**config.mk**
```make
export PLATFORM = sky130hd
export DESIGN_NAME = cpu_multicycle_flat
export DESIGN_NICKNAME = d
export VERILOG_FILES = /design/src/rtl/cpu_multicycle_if.sv /design/src/rtl/cpu_multicycle.sv /design/src/flat_wrapper.sv
export SDC_FILE = /design/constraint.sdc
export NUM_CORES = 1
export LEC_CHECK = 0
export CAP_MARGIN = 0
export CORE_UTILIZATION = 40
export CTS_BUF_LIST = sky130_fd_sc_hd__clkbuf_16
export CTS_CLUSTER_DIAMETER = 200
export CTS_CLUSTER_SIZE = 14
export DETAILED_ROUTE_END_ITERATION = 16
export GPL_TIMING_DRIVEN = 0
export PLACE_DENSITY = 0.64
export SYNTH_ARGS = -nofsm -noshare
export SYNTH_HDL_FRONTEND = slang
export SYNTH_SLANG_ARGS = --single-unit
```
**constraint.sdc**
```tcl
create_clock -name clk -period 6.1 [get_ports clk]
set_clock_uncertainty 0.1 [all_clocks]
set_input_delay 0.61 -clock clk [delete_from_list [all_inputs] [get_ports clk]]
set_output_delay 0.61 -clock clk [all_outputs]
set_load 0.1 [all_outputs]
```
**src/rtl/cpu_multicycle_if.sv**
```systemverilog
// Instruction-memory port of the multi-cycle core.
// The master (the core) raises imem_req and drives imem_addr; the slave
// (the instruction memory) answers with imem_valid and imem_data.
interface cpu_multicycle_if #(
    parameter int PC_W = 16
);
    logic            imem_req;
    logic [PC_W-1:0] imem_addr;
    logic            imem_valid;
    logic [15:0]     imem_data;

    modport master (
        output imem_req,
        output imem_addr,
        input  imem_valid,
        input  imem_data
    );

    modport slave (
        input  imem_req,
        input  imem_addr,
        output imem_valid,
        output imem_data
    );
endinterface

```
**src/rtl/cpu_multicycle.sv**
```systemverilog
// Multi-cycle 16-bit-instruction core: IDLE -> FETCH -> EXEC loop, with HALT.
// Instruction word layout is src1[15:12] | src2[11:8] | dest[7:4] | func[3:0].
// Register R0 always reads as zero, and writes to it are dropped.
// Optional feature macro CPU_RETIRE_CNT_EN adds a 32-bit retired-instruction counter.
module cpu_multicycle #(
    parameter int          DATA_W   = 16,
    parameter int          PC_W     = 16,
    parameter int unsigned RESET_PC = 0
) (
    input  logic                  clk,
    input  logic                  reset,
    cpu_multicycle_if.master      imem,
    output logic [PC_W-1:0]       pc,
    output logic                  retire,
    output logic                  halted,
    input  logic [3:0]            dbg_raddr,
`ifdef CPU_RETIRE_CNT_EN
    output logic [31:0]           retire_cnt,
`endif
    output logic [DATA_W-1:0]     dbg_rdata
);

    typedef enum logic [1:0] {
        ST_IDLE,
        ST_FETCH,
        ST_EXEC,
        ST_HALT
    } state_t;

    state_t            state;
    state_t            state_next;
    logic [15:0]       ir;
    logic [PC_W-1:0]   pc_q;
    logic [DATA_W-1:0] regs [0:15];
    logic              req;

    logic [3:0]        src1;
    logic [3:0]        src2;
    logic [3:0]        dest;
    logic [3:0]        func;
    logic [DATA_W-1:0] op_a;
    logic [DATA_W-1:0] op_b;
    logic [DATA_W-1:0] result;
    logic              wr_en;
    logic              shift_oob;
    logic [PC_W-1:0]   pc_next;

    assign src1 = ir[15:12];
    assign src2 = ir[11:8];
    assign dest = ir[7:4];
    assign func = ir[3:0];

    assign op_a      = (src1 == 4'd0) ? '0 : regs[src1];
    assign op_b      = (src2 == 4'd0) ? '0 : regs[src2];
    assign shift_oob = (op_b >= DATA_W'(DATA_W));

    // The request is decoded from state, so an async reset drops it at once.
    assign imem.imem_req  = req;
    assign imem.imem_addr = pc_q;
    assign pc             = pc_q;
    assign dbg_rdata      = (dbg_raddr == 4'd0) ? '0 : regs[dbg_raddr];

    // State register; reset returns the core to IDLE.
    always_ff @(posedge clk or negedge reset) begin
        if (!reset) begin
            state <= ST_IDLE;
        end else begin
            state <= state_next;
        end
    end

    // Next-state and handshake outputs; FETCH waits indefinitely for imem_valid.
    always_comb begin
        state_next = state;
        req        = 1'b0;
        retire     = 1'b0;
        case (state)
            ST_IDLE:  state_next = ST_FETCH;
            ST_FETCH: begin
                req = 1'b1;
                if (imem.imem_valid) begin
                    state_next = ST_EXEC;
                end
            end
            ST_EXEC: begin
                retire     = 1'b1;
                state_next = (func == 4'hF) ? ST_HALT : ST_FETCH;
            end
            default:  state_next = ST_HALT;
        endcase
    end

    // ALU, immediate load and branch target selection for the latched instruction.
    always_comb begin
        result  = '0;
        wr_en   = 1'b0;
        pc_next = pc_q + PC_W'(1);
        case (func)
            4'h0: begin result = op_a + op_b;                          wr_en = 1'b1; end
            4'h1: begin result = op_a - op_b;                          wr_en = 1'b1; end
            4'h2: begin result = op_a & op_b;                          wr_en = 1'b1; end
            4'h3: begin result = op_a | op_b;                          wr_en = 1'b1; end
            4'h4: begin result = op_a ^ op_b;                          wr_en = 1'b1; end
            4'h5: begin result = shift_oob ? '0 : (op_a << op_b);      wr_en = 1'b1; end
            4'h6: begin result = shift_oob ? '0 : (op_a >> op_b);      wr_en = 1'b1; end
            4'h7: begin result = DATA_W'(op_a < op_b);                 wr_en = 1'b1; end
            4'h8: begin result = DATA_W'(ir[15:8]);                    wr_en = 1'b1; end
            4'h9: begin
                if (op_a == '0) begin
                    pc_next = PC_W'(op_b);
                end
            end
            4'hA: pc_next = PC_W'(op_a);
            4'hF: pc_next = pc_q;
            default: ;
        endcase
    end

    // Architectural state: IR capture in FETCH, writeback and pc update in EXEC.
    always_ff @(posedge clk or negedge reset) begin
        if (!reset) begin
            pc_q   <= PC_W'(RESET_PC);
            ir     <= '0;
            halted <= 1'b0;
            for (int i = 0; i < 16; i++) begin
                regs[i] <= '0;
            end
        end else begin
            if (state == ST_FETCH && imem.imem_valid) begin
                ir <= imem.imem_data;
            end
            if (state == ST_EXEC) begin
                pc_q <= pc_next;
                if (wr_en && dest != 4'd0) begin
                    regs[dest] <= result;
                end
                if (func == 4'hF) begin
                    halted <= 1'b1;
                end
            end
        end
    end

`ifdef CPU_RETIRE_CNT_EN
    // Free-running count of retired instructions, wrapping at 2^32.
    always_ff @(posedge clk or negedge reset) begin
        if (!reset) begin
            retire_cnt <= '0;
        end else if (retire) begin
            retire_cnt <= retire_cnt + 32'd1;
        end
    end
`endif

endmodule

```
**src/flat_wrapper.sv**
```systemverilog
// flat-port wrapper written by rule: the top's interface ports become plain ports
module cpu_multicycle_flat 
#(
    parameter int          DATA_W   = 16,
    parameter int          PC_W     = 16,
    parameter int unsigned RESET_PC = 0
)
  (clk, reset, pc, retire, halted, dbg_raddr, dbg_rdata, imem_imem_req, imem_imem_addr, imem_imem_valid, imem_imem_data);
  cpu_multicycle_if #(.PC_W(PC_W)) imem_i ();
  input  logic clk;
  input  logic reset;
  output logic [PC_W-1:0] pc;
  output logic retire;
  output logic halted;
  input  logic [3:0] dbg_raddr;
  output logic [DATA_W-1:0] dbg_rdata;
  output wire logic [$bits(imem_i.imem_req)-1:0] imem_imem_req;
  output wire logic [$bits(imem_i.imem_addr)-1:0] imem_imem_addr;
  input wire logic [$bits(imem_i.imem_valid)-1:0] imem_imem_valid;
  input wire logic [$bits(imem_i.imem_data)-1:0] imem_imem_data;
  assign imem_imem_req = imem_i.imem_req;
  assign imem_imem_addr = imem_i.imem_addr;
  assign imem_i.imem_valid = imem_imem_valid;
  assign imem_i.imem_data = imem_imem_data;
  cpu_multicycle #(.DATA_W(DATA_W), .PC_W(PC_W), .RESET_PC(RESET_PC)) u_core (.clk(clk), .reset(reset), .imem(imem_i), .pc(pc), .retire(retire), .halted(halted), .dbg_raddr(dbg_raddr), .dbg_rdata(dbg_rdata));
endmodule
```
Yosys cells after proc, flatten, opt, wreduce, memory -nomap -nowiden
Cells that the tools add are included.
Word-level totals
  bits in registers: 291
  input port bits: 23
  word-level logic and storage cells: 94
Operators by class
  $add $sub $neg: 3
  order comparisons: 7
  eq/ne operators: 14
  shift operators: 2
  mux-type cells: 26
  bitwise gates (word level): 8
  reduce and logical (&&, ||, !) cells: 14
Operators by type and width (count)
  $bwmux 256: 1
  $mux 16: 13
  $bmux 16 s4: 3
  $pmux 16 s9: 1
  $demux 16 s4: 1
  $pmux 16 s3: 1
  $ge 5x5->1 const B: 4
  $not 4->5: 4
  $add 16x1->16 const B: 1
  $add 16x16->16: 1
  $and 16x16->16: 1
  $eq 4x3->1 const B: 4
  $eq 4x4->1 const B: 4
  $ge 16x5->1 const B: 1
  $logic_not 16->1: 1
  $logic_not 4->1: 4
  $lt 16x16->1: 1
  $or 16x16->16: 1
  $shl 16x16->16: 1
  $shr 16x16->16: 1
  $sub 16x16->16: 1
  $xor 16x16->16: 1
  $reduce_or 9->1: 1
  $eq 4x2->1 const B: 2
  other kinds (13): 20

Longest topological paths before layout
  depth in word-level cells: 9
  gate-level depth with buffers: 23
  gate-level depth less buffers: 17

Worst setup path after synthesis
OpenSTA, ideal clock, no wires.
  kind: register to register
  from: register u_core.ir[10]
  to: register u_core.regs[142] in the netlist's numbering
  setup time: 0.143 ns
  data arrival time: 4.552 ns
  slack: 1.306 ns
  stages on the path, launching flop included: 24
  clock period less this slack: 4.794 ns
  cell sequence: dfrtp_1 -> buf_6 -> buf_4 -> buf_2 -> buf_2 -> buf_2 -> buf_4 -> mux2i_1 -> mux4_2 -> a211oi_1 -> inv_1 -> ha_1 -> clkbuf_1 -> inv_1 -> a21oi_1 -> nor2_1 -> o21bai_1 -> nand2_1 -> o41ai_1 -> xnor2_1 -> nor2_1 -> a211oi_2 -> buf_2 -> a21oi_1
On the way
  word-level cells in the longest chain between the ends: 9
  elaborated cells on any way between the ends: 18
Ends and longest elaborated chain
  start, declared: line cpu_multicycle.sv:32  | logic [15:0] ir;
  start signal, assigned: line cpu_multicycle.sv:130  | ir <= imem.imem_data;
  $not 4->5 (not written as such): line cpu_multicycle.sv:54  | assign op_b = (src2 == 4'd0) ? '0 : regs[src2];
  $bmux 16 s4: line cpu_multicycle.sv:54
  $mux 16 (not written as such) (2 in a row): line cpu_multicycle.sv:54
  $mux 16 *: line cpu_multicycle.sv:54
  $ge 16x5->1 (tied with other cells): line cpu_multicycle.sv:55  | assign shift_oob = (op_b >= DATA_W'(DATA_W));
  $mux 16 (on tied branches): line cpu_multicycle.sv:105, cpu_multicycle.sv:104
  $pmux 16 s9 *: line cpu_multicycle.sv:98  | case (func)
  $bwmux 256 *: line cpu_multicycle.sv:135  | regs[dest] <= result;
  end signal, assigned by index: line cpu_multicycle.sv:135
  end, declared: line cpu_multicycle.sv:34  | logic [DATA_W-1:0] regs [0:15];
Every way passes the cells marked *; elsewhere a longest branch is shown, timed or not. The select of a mux whose other input is x is not followed.
A chain may end at the register's enable or synchronous reset.

Worst setup path in the final report
  from: register u_core.ir[12]
  to: register u_core.regs[153] in the netlist's numbering
On the way
  word-level cells in the longest chain between the ends: 9
  elaborated cells on any way between the ends: 17
Ends and longest elaborated chain
  $not 4->5 (not written as such): line cpu_multicycle.sv:53  | assign op_a = (src1 == 4'd0) ? '0 : regs[src1];
  $bmux 16 s4: line cpu_multicycle.sv:53
  $mux 16 (not written as such) (2 in a row): line cpu_multicycle.sv:53
  $mux 16 *: line cpu_multicycle.sv:53
  branches (longest 2 deep; another with $sub 16x16->16)
  $pmux 16 s9 *: line cpu_multicycle.sv:98
  $bwmux 256 *: line cpu_multicycle.sv:135
Every way passes the cells marked *. The select of a mux whose other input is x is not followed.

==> flow_summary_export.csv <==
group,metric,value,unit
drt,routedWlPerCell,31.7,microns
hold_path,hold_path.startpoint,"u_core.halted",
grt,grt_pass1_wl,138,mm
yosys,synth_compound_area_share,17.1,%
die,initial_core_util,40.5,%
drt,ant_nets,0,
yosys,synth_area_leaders,"dfrtp_1 (33%), mux4_2 (18%), mux2_2 (6.2%)",
power,power.total,3.50,mW
die,die_h,239,microns
clocking,clkTransAtPathRegs,80,ps
setup_path,critPathLaunchType,"register",
timing,slew_violations,0,
clocking,cts_tree,"done",
timing,fin_crit_sh,98.5,%
hold_path,hold_class,"register to register",
die,die_area,56900,sq um
layout,final_cell_area,24900,sq um
clocking,cts_made_buffers,24,
setup_path,worst-setup-path-type,"register to register",
power,leakage,10.2,nW
yosys,syn_area_per_cell,10.5,sq um
yosys,synth_seq_cells,291,
yosys,synth_top_cell_by_area,"dfrtp_1",
layout,post-route-util,45.2,%
yosys,synth_xor_area_share,0.548,%
timing,setup_tns,0,ps
layout,area_growth_syn_to_layout,11.4,%
setup_path,reg2reg_from,"u_core.ir[12]",
grt,grt_pass1_vias,19600,
yosys,yosysUniqueCellTypes,105,
grt,grt_usage,33.3,%
setup_path,path_max_fanout,10,
yosys,synth.area.mux_share,28.4,%
timing,fmax,166,MHz
power,powerDensity,140,nW/um^2
timing,hold_viol_final,0,
yosys,synth_area,22400,sq um
setup_path,worstPathCellList,"buf_6 -> buf_6 -> buf_6 -> buf_2 -> buf_6 -> a221oi_1 -> nor3_2 -> or2_2 -> inv_1 -> ha_1 -> inv_1 -> a21oi_1 -> nor2_1 -> o41ai_1 -> a221oi_1 -> nor2b_1 -> xnor2_1 -> o21ai_0 -> a211oi_4 -> buf_2 -> a21oi_1",
placed_design,place.gp.congestion,0.988,
clocking,worstSkewPairLatency,600,ps
yosys,synth_cells,2125,
yosys,async_flop_share,100,%
grt,antenna_found_initial,3,
drt,drtIter0Drc,2474,
yosys,synth_ff_type,"dfrtp_1",
die,core,55200,sq um
timing,grt_setup_unrepaired,"false",
yosys,synth.most_common_cell,"dfrtp_1",
placed_design,io_buffers,69,
timing,worstMarginPinSlew,1410,ps
layout,final_nets,2304,
clocking,cts.path.max_buffers,3,
placed_design,place_area,24100,sq um
clocking,cts.sinks,291,
setup_path,crit_slowest_cell,"a211oi_4",
clocking,cts_root_buf,"clkbuf_16",
job,cap_violations,0,
layout,layout.cells.non_filler,2981,
yosys,synth_common_cells,"dfrtp_1 (291), nor2_1 (236), mux4_2 (174)",
yosys,synth_edf_count,0,
yosys,syn_nets,2198,
drt,drc,0,
setup_path,slowest_delay,600,ps
timing,setup_violations,0,
layout,drive_above_1_share,26.0,%
die,num_io_pins,74,
yosys,yosys.area_share.simple,12.3,%
power,ir_drop,0.000198,V
timing,holdWs,361,ps
placed_design,dp_cells,2947,
setup_path,cp-end-kind,"register",
drt,wl,94.6,mm
die,die_width,239,microns
placed_design,place_ws,-1310,ps
die,rows,86,
setup_path,worst-endpoint-arrival,6310,ps
drt,first_pass_iters,6,
timing,period_minus_slack,6010,ps
timing,slew_headroom,5.64,%
setup_path,worst_ep_required_time,6400,ps
yosys,synth_top_family_by_area,"multiplexers",
yosys,ys.warnings.count,0,
timing,setup_ws,94.0,ps
drt,via_per_inst,6.65,
grt,overflow,0,
drt,vias,19800,
yosys,yosysTopAreaCellShare,32.5,%
setup_path,crit_start,"u_core.ir[12]",
clocking,cts_htree_levels,1,
grt,grt_max_degree,120,
yosys,yosysSeqAreaShare,32.5,%
placed_design,hpwlAfterDp,70.7,mm
setup_path,cp_common_cell,"buf_6",
yosys,synthAdderAreaFrac,2.86,%
outcome,outcome,"completed",
[worst max-delay path: cells and delay by family, from the launching register on]
family          cells  cell delay (ps)
compound gates      7             1890
simple gates        4              980
buf+inv             8             1960
flops               1              340
fa+ha+maj           1              380
xor+xnor            1              130
[cell type report]
class                      count  area [sq um]
buffer                       198          1180
multi-input combinational   1577         13800
inverter                      56           213
tap                          748           936
clock buffer                  24           601
timing repair buffer          83           865
fill                        5260         30300
sequential                   291          7280
antenna                        2          5.00
clock inverter                 2          21.3
[cell usage in the layout, fill, tap and decap left out, drive strengths merged, types with 19 or more instances in the layout]
cell type / n
nand3: 27
a211oi: 27
buf: 121
nand2: 134
a22oi: 19
nor2b: 48
dfrtp: 291
a221oi: 35
o21ai: 102
o22ai: 25
a21oi: 199
nand2b: 19
mux2i: 82
inv: 55
clkdlybuf4s50: 68
nor2: 239
mux2: 141
ha: 48
clkbuf: 115
nor3: 52
mux4: 174
[timing repair]
| item | CTS | global route |
|---|---|---|
| endpoints found under the setup margin | 155 | 99 |
| pin swaps | 2 | 3 |
| resized for setup | 17 | 10 |
| buffers inserted | 3 | 3 |
| hold endpoints to repair | 16 | 0 |
| hold buffers | 1 | 0 |
[cells by family (layout without fill, tap and decap cells)]
logic type | after synthesis | count (layout)
mux | 397 | 397
xor+xnor | 14 | 14
simple gates | 584 | 584
fa+ha+maj | 50 | 50
other cells | 0 | 2
compound gates | 532 | 532
buf+inv | 257 | 363
flops | 291 | 291
[metal layers]
metal / routed length, microns / GRT usage, % / vias to the layer above
met1: 36400 / 43.0 / 9950
met2: 42500 / 52.0 / 1401
met4: 5900 / 17.6 / 4
li1: - / - / 8122
met3: 9720 / 7.73 / 340
met5: 64 / 0.519 / -
[report_power, final]
part | total (mW) | internal (mW) | switching, mW
clock | 1.45 | 0.698 | 0.748
combinational | 0.127 | 0.0381 | 0.0884
sequential | 1.93 | 1.93 | 0
total | 3.50 | 2.66 | 0.836
[registers in the layout, indices dropped and copies added, names as in the netlist]
signal	flops
u_core.state	2
u_core.imem.imem_addr	16
u_core.halted	1
u_core.regs	256
u_core.ir	16
[path summary, 6_finish.rpt]
kind                               endpoint  cells after the start  slack [ps]
max in group asynchronous   u_core.regs[10]                      4        3850
min reg2reg                   u_core.halted                      1         360
max                        u_core.regs[153]                     21          90
min                           u_core.halted                      1         360
min in group asynchronous   u_core.state[1]                      2         520
max reg2reg                u_core.regs[153]                     21          90
Power figures use the tool's default switching activity.
